## src/rtl/gpu_cmd_fifo.sv

```systemverilog
// Command/parameter FIFO feeding a GPU word-serial command input.
// Every command goes out as a cmd, param, 0 frame; idle zeros only ever come in pairs.
module gpu_cmd_fifo #(
    parameter int DEPTH  = 16,
    parameter int ADDR_W = 4
) (
    input  logic              clk,
    input  logic              clr,
    input  logic              wr_en,
    input  logic [15:0]       wr_cmd,
    input  logic [15:0]       wr_param,
    output logic [15:0]       cpuline,
    output logic              full,
    output logic              empty,
    output logic [ADDR_W:0]   level,
    output logic              overflow,
    output logic              zero_drop,
    output logic              busy
);

    typedef enum logic [2:0] {
        ST_IDLE_A = 3'd0,
        ST_IDLE_B = 3'd1,
        ST_CMD    = 3'd2,
        ST_PARAM  = 3'd3,
        ST_PAD    = 3'd4
    } state_t;

    localparam logic [ADDR_W:0] LVL_FULL = (ADDR_W + 1)'(DEPTH);
    localparam logic [ADDR_W:0] LVL_ONE  = (ADDR_W + 1)'(1);

    state_t              r_state;
    state_t              w_state_nxt;
    logic [31:0]         r_mem [DEPTH];
    logic [ADDR_W-1:0]   r_wr_ptr;
    logic [ADDR_W-1:0]   r_rd_ptr;
    logic [ADDR_W:0]     r_level;
    logic [ADDR_W:0]     w_level_nxt;
    logic                r_full;
    logic                r_empty;
    logic                r_overflow;
    logic                r_zero_drop;
    logic                r_busy;
    logic [15:0]         r_cpuline;
    logic [15:0]         w_cpuline_nxt;
    logic [31:0]         w_head;
    logic                w_accept;
    logic                w_pop;
    logic                w_drop_full;
    logic                w_drop_zero;

    // A full FIFO drops the write even when the head is popped on the same edge.
    assign w_head      = r_mem[r_rd_ptr];
    assign w_drop_full = wr_en & r_full;
    assign w_drop_zero = wr_en & (wr_cmd == 16'h0000);
    assign w_accept    = wr_en & ~r_full & (wr_cmd != 16'h0000);
    assign w_pop       = (r_state == ST_PARAM);

    // Occupancy after this edge's accept and pop.
    always_comb begin
        w_level_nxt = r_level;
        if (w_accept && !w_pop) begin
            w_level_nxt = r_level + LVL_ONE;
        end else if (!w_accept && w_pop) begin
            w_level_nxt = r_level - LVL_ONE;
        end else begin
            w_level_nxt = r_level;
        end
    end

    // Frame sequencer next state and the word it puts on the line.
    always_comb begin
        w_state_nxt   = r_state;
        w_cpuline_nxt = 16'h0000;
        case (r_state)
            ST_IDLE_A: w_state_nxt = ST_IDLE_B;
            ST_IDLE_B: begin
                if (!r_empty) begin
                    w_state_nxt = ST_CMD;
                end else begin
                    w_state_nxt = ST_IDLE_A;
                end
            end
            ST_CMD:    w_state_nxt = ST_PARAM;
            ST_PARAM:  w_state_nxt = ST_PAD;
            ST_PAD: begin
                if (!r_empty) begin
                    w_state_nxt = ST_CMD;
                end else begin
                    w_state_nxt = ST_IDLE_A;
                end
            end
            default:   w_state_nxt = ST_IDLE_A;
        endcase
        case (w_state_nxt)
            ST_CMD:   w_cpuline_nxt = w_head[31:16];
            ST_PARAM: w_cpuline_nxt = w_head[15:0];
            default:  w_cpuline_nxt = 16'h0000;
        endcase
    end

    // Entry storage; the slot under the read pointer is never written while it is the head.
    always_ff @(posedge clk) begin
        if (w_accept) begin
            r_mem[r_wr_ptr] <= {wr_cmd, wr_param};
        end
    end

    // Sequencer, pointers, status and sticky drop flags.
    always_ff @(posedge clk or negedge clr) begin
        if (!clr) begin
            r_state     <= ST_IDLE_A;
            r_cpuline   <= 16'h0000;
            r_wr_ptr    <= '0;
            r_rd_ptr    <= '0;
            r_level     <= '0;
            r_full      <= 1'b0;
            r_empty     <= 1'b1;
            r_overflow  <= 1'b0;
            r_zero_drop <= 1'b0;
            r_busy      <= 1'b0;
        end else begin
            r_state   <= w_state_nxt;
            r_cpuline <= w_cpuline_nxt;
            r_busy    <= (w_state_nxt == ST_CMD) || (w_state_nxt == ST_PARAM) ||
                         (w_state_nxt == ST_PAD);
            r_level   <= w_level_nxt;
            r_full    <= (w_level_nxt == LVL_FULL);
            r_empty   <= (w_level_nxt == '0);
            if (w_accept) begin
                r_wr_ptr <= r_wr_ptr + 1'b1;
            end
            if (w_pop) begin
                r_rd_ptr <= r_rd_ptr + 1'b1;
            end
            if (w_drop_full) begin
                r_overflow <= 1'b1;
            end
            if (w_drop_zero) begin
                r_zero_drop <= 1'b1;
            end
        end
    end

    assign cpuline   = r_cpuline;
    assign full      = r_full;
    assign empty     = r_empty;
    assign level     = r_level;
    assign overflow  = r_overflow;
    assign zero_drop = r_zero_drop;
    assign busy      = r_busy;

endmodule

```

## config.mk

```make
export PLATFORM = sky130hd
export DESIGN_NAME = gpu_cmd_fifo
export DESIGN_NICKNAME = d
export VERILOG_FILES = /design/src/rtl/gpu_cmd_fifo.sv
export SDC_FILE = /design/constraint.sdc
export NUM_CORES = 1
export LEC_CHECK = 0
export ABC_AREA = 1
export BUFFER_PORTS_ARGS = -buffer_cell sky130_fd_sc_hd__buf_4
export CAP_MARGIN = 20
export CORE_MARGIN = 1.5
export CORE_UTILIZATION = 62
export CTS_BUF_LIST = sky130_fd_sc_hd__clkbuf_16
export DETAILED_ROUTE_END_ITERATION = 10
export PLACE_DENSITY = 0.85
export SKIP_LAST_GASP = 1
export SLEW_MARGIN = 10
export SYNTH_ARGS = -nofsm -noshare
export SYNTH_HDL_FRONTEND = slang
export SYNTH_SLANG_ARGS = --single-unit
export TNS_END_PERCENT = 10
```

## constraint.sdc

```tcl
create_clock -name clk -period 6.4 [get_ports clk]
set_clock_uncertainty 0.15 [all_clocks]
set_input_delay 0.32 -clock clk [delete_from_list [all_inputs] [get_ports clk]]
set_output_delay 0.32 -clock clk [all_outputs]
set_load 0.05 [all_outputs]
```

* Word level (Yosys, flattened, before mapping) *
Memory sizes are Yosys's and may differ from the RTL's.
Index checks and enable logic that the tools add are counted.

operators by class
  add/sub/neg operators = 4
  multipliers = 0
  div/mod/pow operators = 0
  order comparisons = 0
  equal/unequal tests = 8
  shift operators = 0
  multiplexer cells = 7
  bitwise logic cells = 5
  reductions and logical operators = 11

operator list
  operator                                           number
  case mux 16 bit (2 select lines)                   1
  logical NOT 16 bit                                 1
  nonzero test 16 bit                                1
  == test 3 x 2 -> 1 bit (second input constant)     4
  case mux 3 bit (4 select lines)                    1
  2-to-1 mux 5 bit                                   2
  adder 4 x 1 -> 4 bit (second input constant)       2
  == test 3 bit (second input constant)              2
  adder 5 x 1 -> 5 bit (second input constant)       1
  == test 5 bit (second input constant)              1
  logical NOT 5 bit                                  1
  subtractor 5 x 1 -> 5 bit (second input constant)  1
  AND 1 bit                                          4
  == test 3 x 1 -> 1 bit (second input constant)     1
  logical NOT 3 bit                                  1
  logical AND 1 bit                                  2
  logical NOT 1 bit                                  2
  logical OR 1 bit                                   2
  2-to-1 mux 1 bit                                   2
  2-to-1 mux 2 bit                                   1
  OR reduction 2 bit                                 1
  inverter 1 bit                                     1

storage, ports and cells
  bits in registers = 37
  bits in latches = 0
  memory bits (writable) = 512
  memory bits (read-only) = 0
  input port bits = 35
  output and inout port bits = 26
  logic and storage cells = 46
  memories kept = 1

memories
  memory  depth  bits a word  read ports  clocked after Yosys merged registers in  wr ports  line  RTL
  r_mem   16     32           1           0                                        1         34    logic [31:0] r_mem [DEPTH];

* Logic depth before layout (Yosys ltp) *
  word-level depth = 8
  mapped depth = 12
  mapped depth without buffers = 12

* Worst setup path after synthesis *
OpenSTA, ideal clock, no wires.

  path type = register to register
  start = reg r_full (netlist: full)
  end = mem r_mem[11][0], enable pin
  arrival = 2.623 ns
  required time = 5.829 ns
  setup slack = 3.206 ns
  cell stages (with the launch flop) = 6
  period minus slack after synthesis = 3.194 ns
  cell sequence = dfrtp_1 > nor2_1 > nand2_2 > inv_1 > nand2_1 > nor2_1

between the ends
  word-level cells in the longest chain between the ends = 5

RTL lines
  item                                    line  RTL
  start, declared                         39    logic r_full;
  start signal, assigned                  128   r_full <= (w_level_nxt == LVL_FULL);
  inverter 1 bit                          56    assign w_accept = wr_en & ~r_full & (wr_cmd != 16'h0000);
  AND 1 bit (2 in series)                 56
  2-to-1 mux 1 bit                        104   if (w_accept) begin
  2-to-1 mux 1 bit (implied by the code)  105   r_mem[r_wr_ptr] <= {wr_cmd, wr_param};
  end, declared                           34

No other way between the ends.

* Worst setup path in the final report *
  start = reg r_rd_ptr[0]
  end = reg r_cpuline[13] (netlist: cpuline[13])

between the ends
  word-level cells in the longest chain between the ends = 2

RTL lines
  item                              line  RTL
  start, declared                   36    logic [ADDR_W-1:0] r_rd_ptr;
  start signal, assigned            134   r_rd_ptr <= r_rd_ptr + 1'b1;
  memory read (16 x 32 bit)         n/a
  case mux 16 bit (2 select lines)  95    case (w_state_nxt)
  via w_cpuline_nxt[13]             45    logic [15:0] w_cpuline_nxt;
  end signal, assigned              124   r_cpuline <= w_cpuline_nxt;
  end, declared                     44    logic [15:0] r_cpuline;

The timed path passes the listed nets, and every way through them passes these cells.
A chain may end at the register's enable or synchronous reset.

==> metrics.csv <==
metric,value,unit
Rows,68,
clock net sink count,549,
outcome,"complete, no violations",
Peak VDD IR,252,uV
Clock Tree Buf Depth,3,
cells after synthesis,1645,
DRC Markers,0,
final total power,11.1,mW
Final period util,0.646,
GRT Util Overall,0.308,
via density per instance,6.53,
most frequent cells in the layout,"512 x edfxtp_1, 363 x nand2_1, 142 x a21oi_1",
Worst Setup Start Kind,flop,
syn avg cell area,13.2,um^2
CP Cell Sequence,buf_4 > buf_4 > nand2_1 > a32o_1 > o21ai_1 > nand3_1 > nand2_1,
Yosys warning count,0,
CTS buffer count,52,
DP HPWL,27400,um
top-level I/O count,61,
min Tclk post-route,4140,ps
first-pass GRT wire length,82800,um
initial antenna violation count,0,
Inst Count DP,2084,
Crit Path Category,flop to flop,
"flops & latches, synth",549,
setup TNS,0,ps
most common library cell in the layout ignoring fill and taps,edfxtp_1,
clk root buf,clkbuf_16,
pwr dens,456,nW/um^2
final hold vios,0,
fin. max-slew vios,0,
RSZ-0062 raised after global routing,no,
routability-driven placement congestion ratio,0.784,
grt ovf,0,
Yosys cell types,39,
final cell count without fillers,2213,
drt pass-1 iters,6,
CP max-delay cell,dfrtp_4,
final WL,54800,um
post-synthesis sequential area ratio,0.752,
htree depth,2,
Diodes inserted,0,
WL/cell,24.8,um
Critical Path RT,6750,ps
Die H,190,um
placeable core area,34500,um^2
Slew HR,0.263,
antenna-violating nets left,0,
"slowest stage delay, CP",1010,ps
port bufs,60,
Post-synth EDFFs,512,
Die Footprint,36100,um^2
pin count of the biggest net entering global routing,100,
final setup fails,0,
CP max FO,97,
clock transition at the registers of the reported paths,60,ps
share of layout cells above drive strength 1,0.105,
Worst Tran Pin Value,1100,ps
Critical Path AT,4490,ps
vias in the first global route,14100,
Die X,190,um
Layout Nets,1759,
leak pwr,8.63,nW
Peak Freq,242,MHz
CTS tree,yes,
max-cap violation count,0,
"CP delay by family, top",buffers and inverters,
FF-to-FF path depth,7,
synthesized net count,1687,
1st-iter DRT viols,2166,
Min-Delay Path Class,primary input to async pin,
"Async S/R FF share, synth",0.0674,
Mapped Area,21700,um^2
starting density of the core,0.629,
Buf/Inv on CP,2,
dominant synthesized flop cell,edfxtp_1,
crit end category,flop,
P&R area growth vs syn,12.6,%
Worst path depth,7,
Vias,14500,
worst skew pair latency,570,ps
## cells in the mapped netlist, types with 2 or more instances
| cell type | count | area (um^2) |
|---|---|---|
| buf_6 | 3 | 33.8 |
| a22oi_1 | 45 | 338 |
| o221ai_1 | 2 | 17.5 |
| a21oi_1 | 142 | 711 |
| o21ai_0 | 81 | 405 |
| o22ai_1 | 4 | 25.0 |
| buf_1 | 13 | 48.8 |
| ha_1 | 7 | 87.6 |
| buf_2 | 32 | 160 |
| xor2_1 | 9 | 78.8 |
| o221a_2 | 5 | 56.3 |
| buf_4 | 15 | 113 |
| o211ai_1 | 3 | 22.5 |
| inv_1 | 25 | 93.8 |
| o2111ai_1 | 11 | 96.3 |
| a32o_1 | 19 | 190 |
| dfrtp_1 | 36 | 901 |
| nand3_1 | 90 | 450 |
| nand2_1 | 363 | 1360 |
| o221a_1 | 10 | 113 |
| clkbuf_2 | 2 | 10.0 |
| o311ai_1 | 9 | 78.8 |
| mux2i_1 | 2 | 20.0 |
| o21ai_1 | 15 | 75.1 |
| edfxtp_1 | 512 | 15400 |
| nand4_1 | 4 | 25.0 |
| clkbuf_1 | 37 | 139 |
| a31oi_1 | 4 | 25.0 |
| nor2_1 | 127 | 477 |
| o311ai_0 | 6 | 52.6 |
| inv_2 | 4 | 15.0 |
## path summary, 6_finish.rpt
path | startpoint | endpoint | slack [ps]
worst min register to register | r_state[2] | r_state[0] | 330
worst max-delay path | r_rd_ptr[0] | cpuline[13] | 2260
worst max register to register | r_rd_ptr[0] | cpuline[13] | 2260
max in group asynchronous | clr | r_rd_ptr[1] | 5500
worst min-delay path | clr | zero_drop | 150
min in group clk | r_state[2] | r_state[0] | 330
## state kept, by name (all words and copies together) (netlist names), 3 cells and up
| name | cells |
|---|---|
| cpuline | 16 |
| level | 5 |
| r_mem | 512 |
| r_rd_ptr | 4 |
| r_state | 3 |
| r_wr_ptr | 4 |
## cell families after synthesis
kind of cell,after synthesis,share of synthesized area
simple gates,587,0.108
xor+xnor,9,0.00364
fa+ha+maj,7,0.00404
compound gates,359,0.103
flops,549,0.752
mux,2,0.000923
buf+inv,132,0.0290
## metrics by stage
step	utilization	hold slack (ps)	cell area (um^2)	setup WS, ps
floorplan	-	-126	21700	3210
global placement	0.654	192	22500	2590
global route	0.709	180	24400	2090
detailed placement	0.654	191	22500	2480
finish	0.709	146	24400	2260
CTS	0.709	153	24400	2430
## routing by layer
layer | vias to the layer above | track usage | part of all wire
met1 | 7007 | 0.416 | 0.36
met3 | 180 | 0.0496 | 0.12
met4 | 0 | 0.134 | 0.043
met2 | 1083 | 0.501 | 0.49
li1 | 6180 | - | -
met5 | - | 0 | 0
## area by class of cell
type	count	area (um^2)
fillers	2079	10000
clock buffers	53	1330
flip-flops and latches	549	16300
clock inverters	42	235
inverters	29	116
repair buffers	121	993
multi-input cells	964	4870
well taps	455	569
## timing repair
item | in CTS | in global routing
setup buffers | 0 | 0
endpoints found under the hold margin | 551 | 0
hold buffers | 34 | 0
resized for setup | 0 | 0
## power breakdown
part / leakage (nW) / switching [mW] / internal (mW)
Clock: 0.834 / 1.28 / 1.57
Sequential: 5.09 / 0.283 / 4.36
Combinational: 2.71 / 2.63 / 1.01
Total: 8.63 / 4.19 / 6.94
No activity file was read; power rests on OpenSTA's default activity.
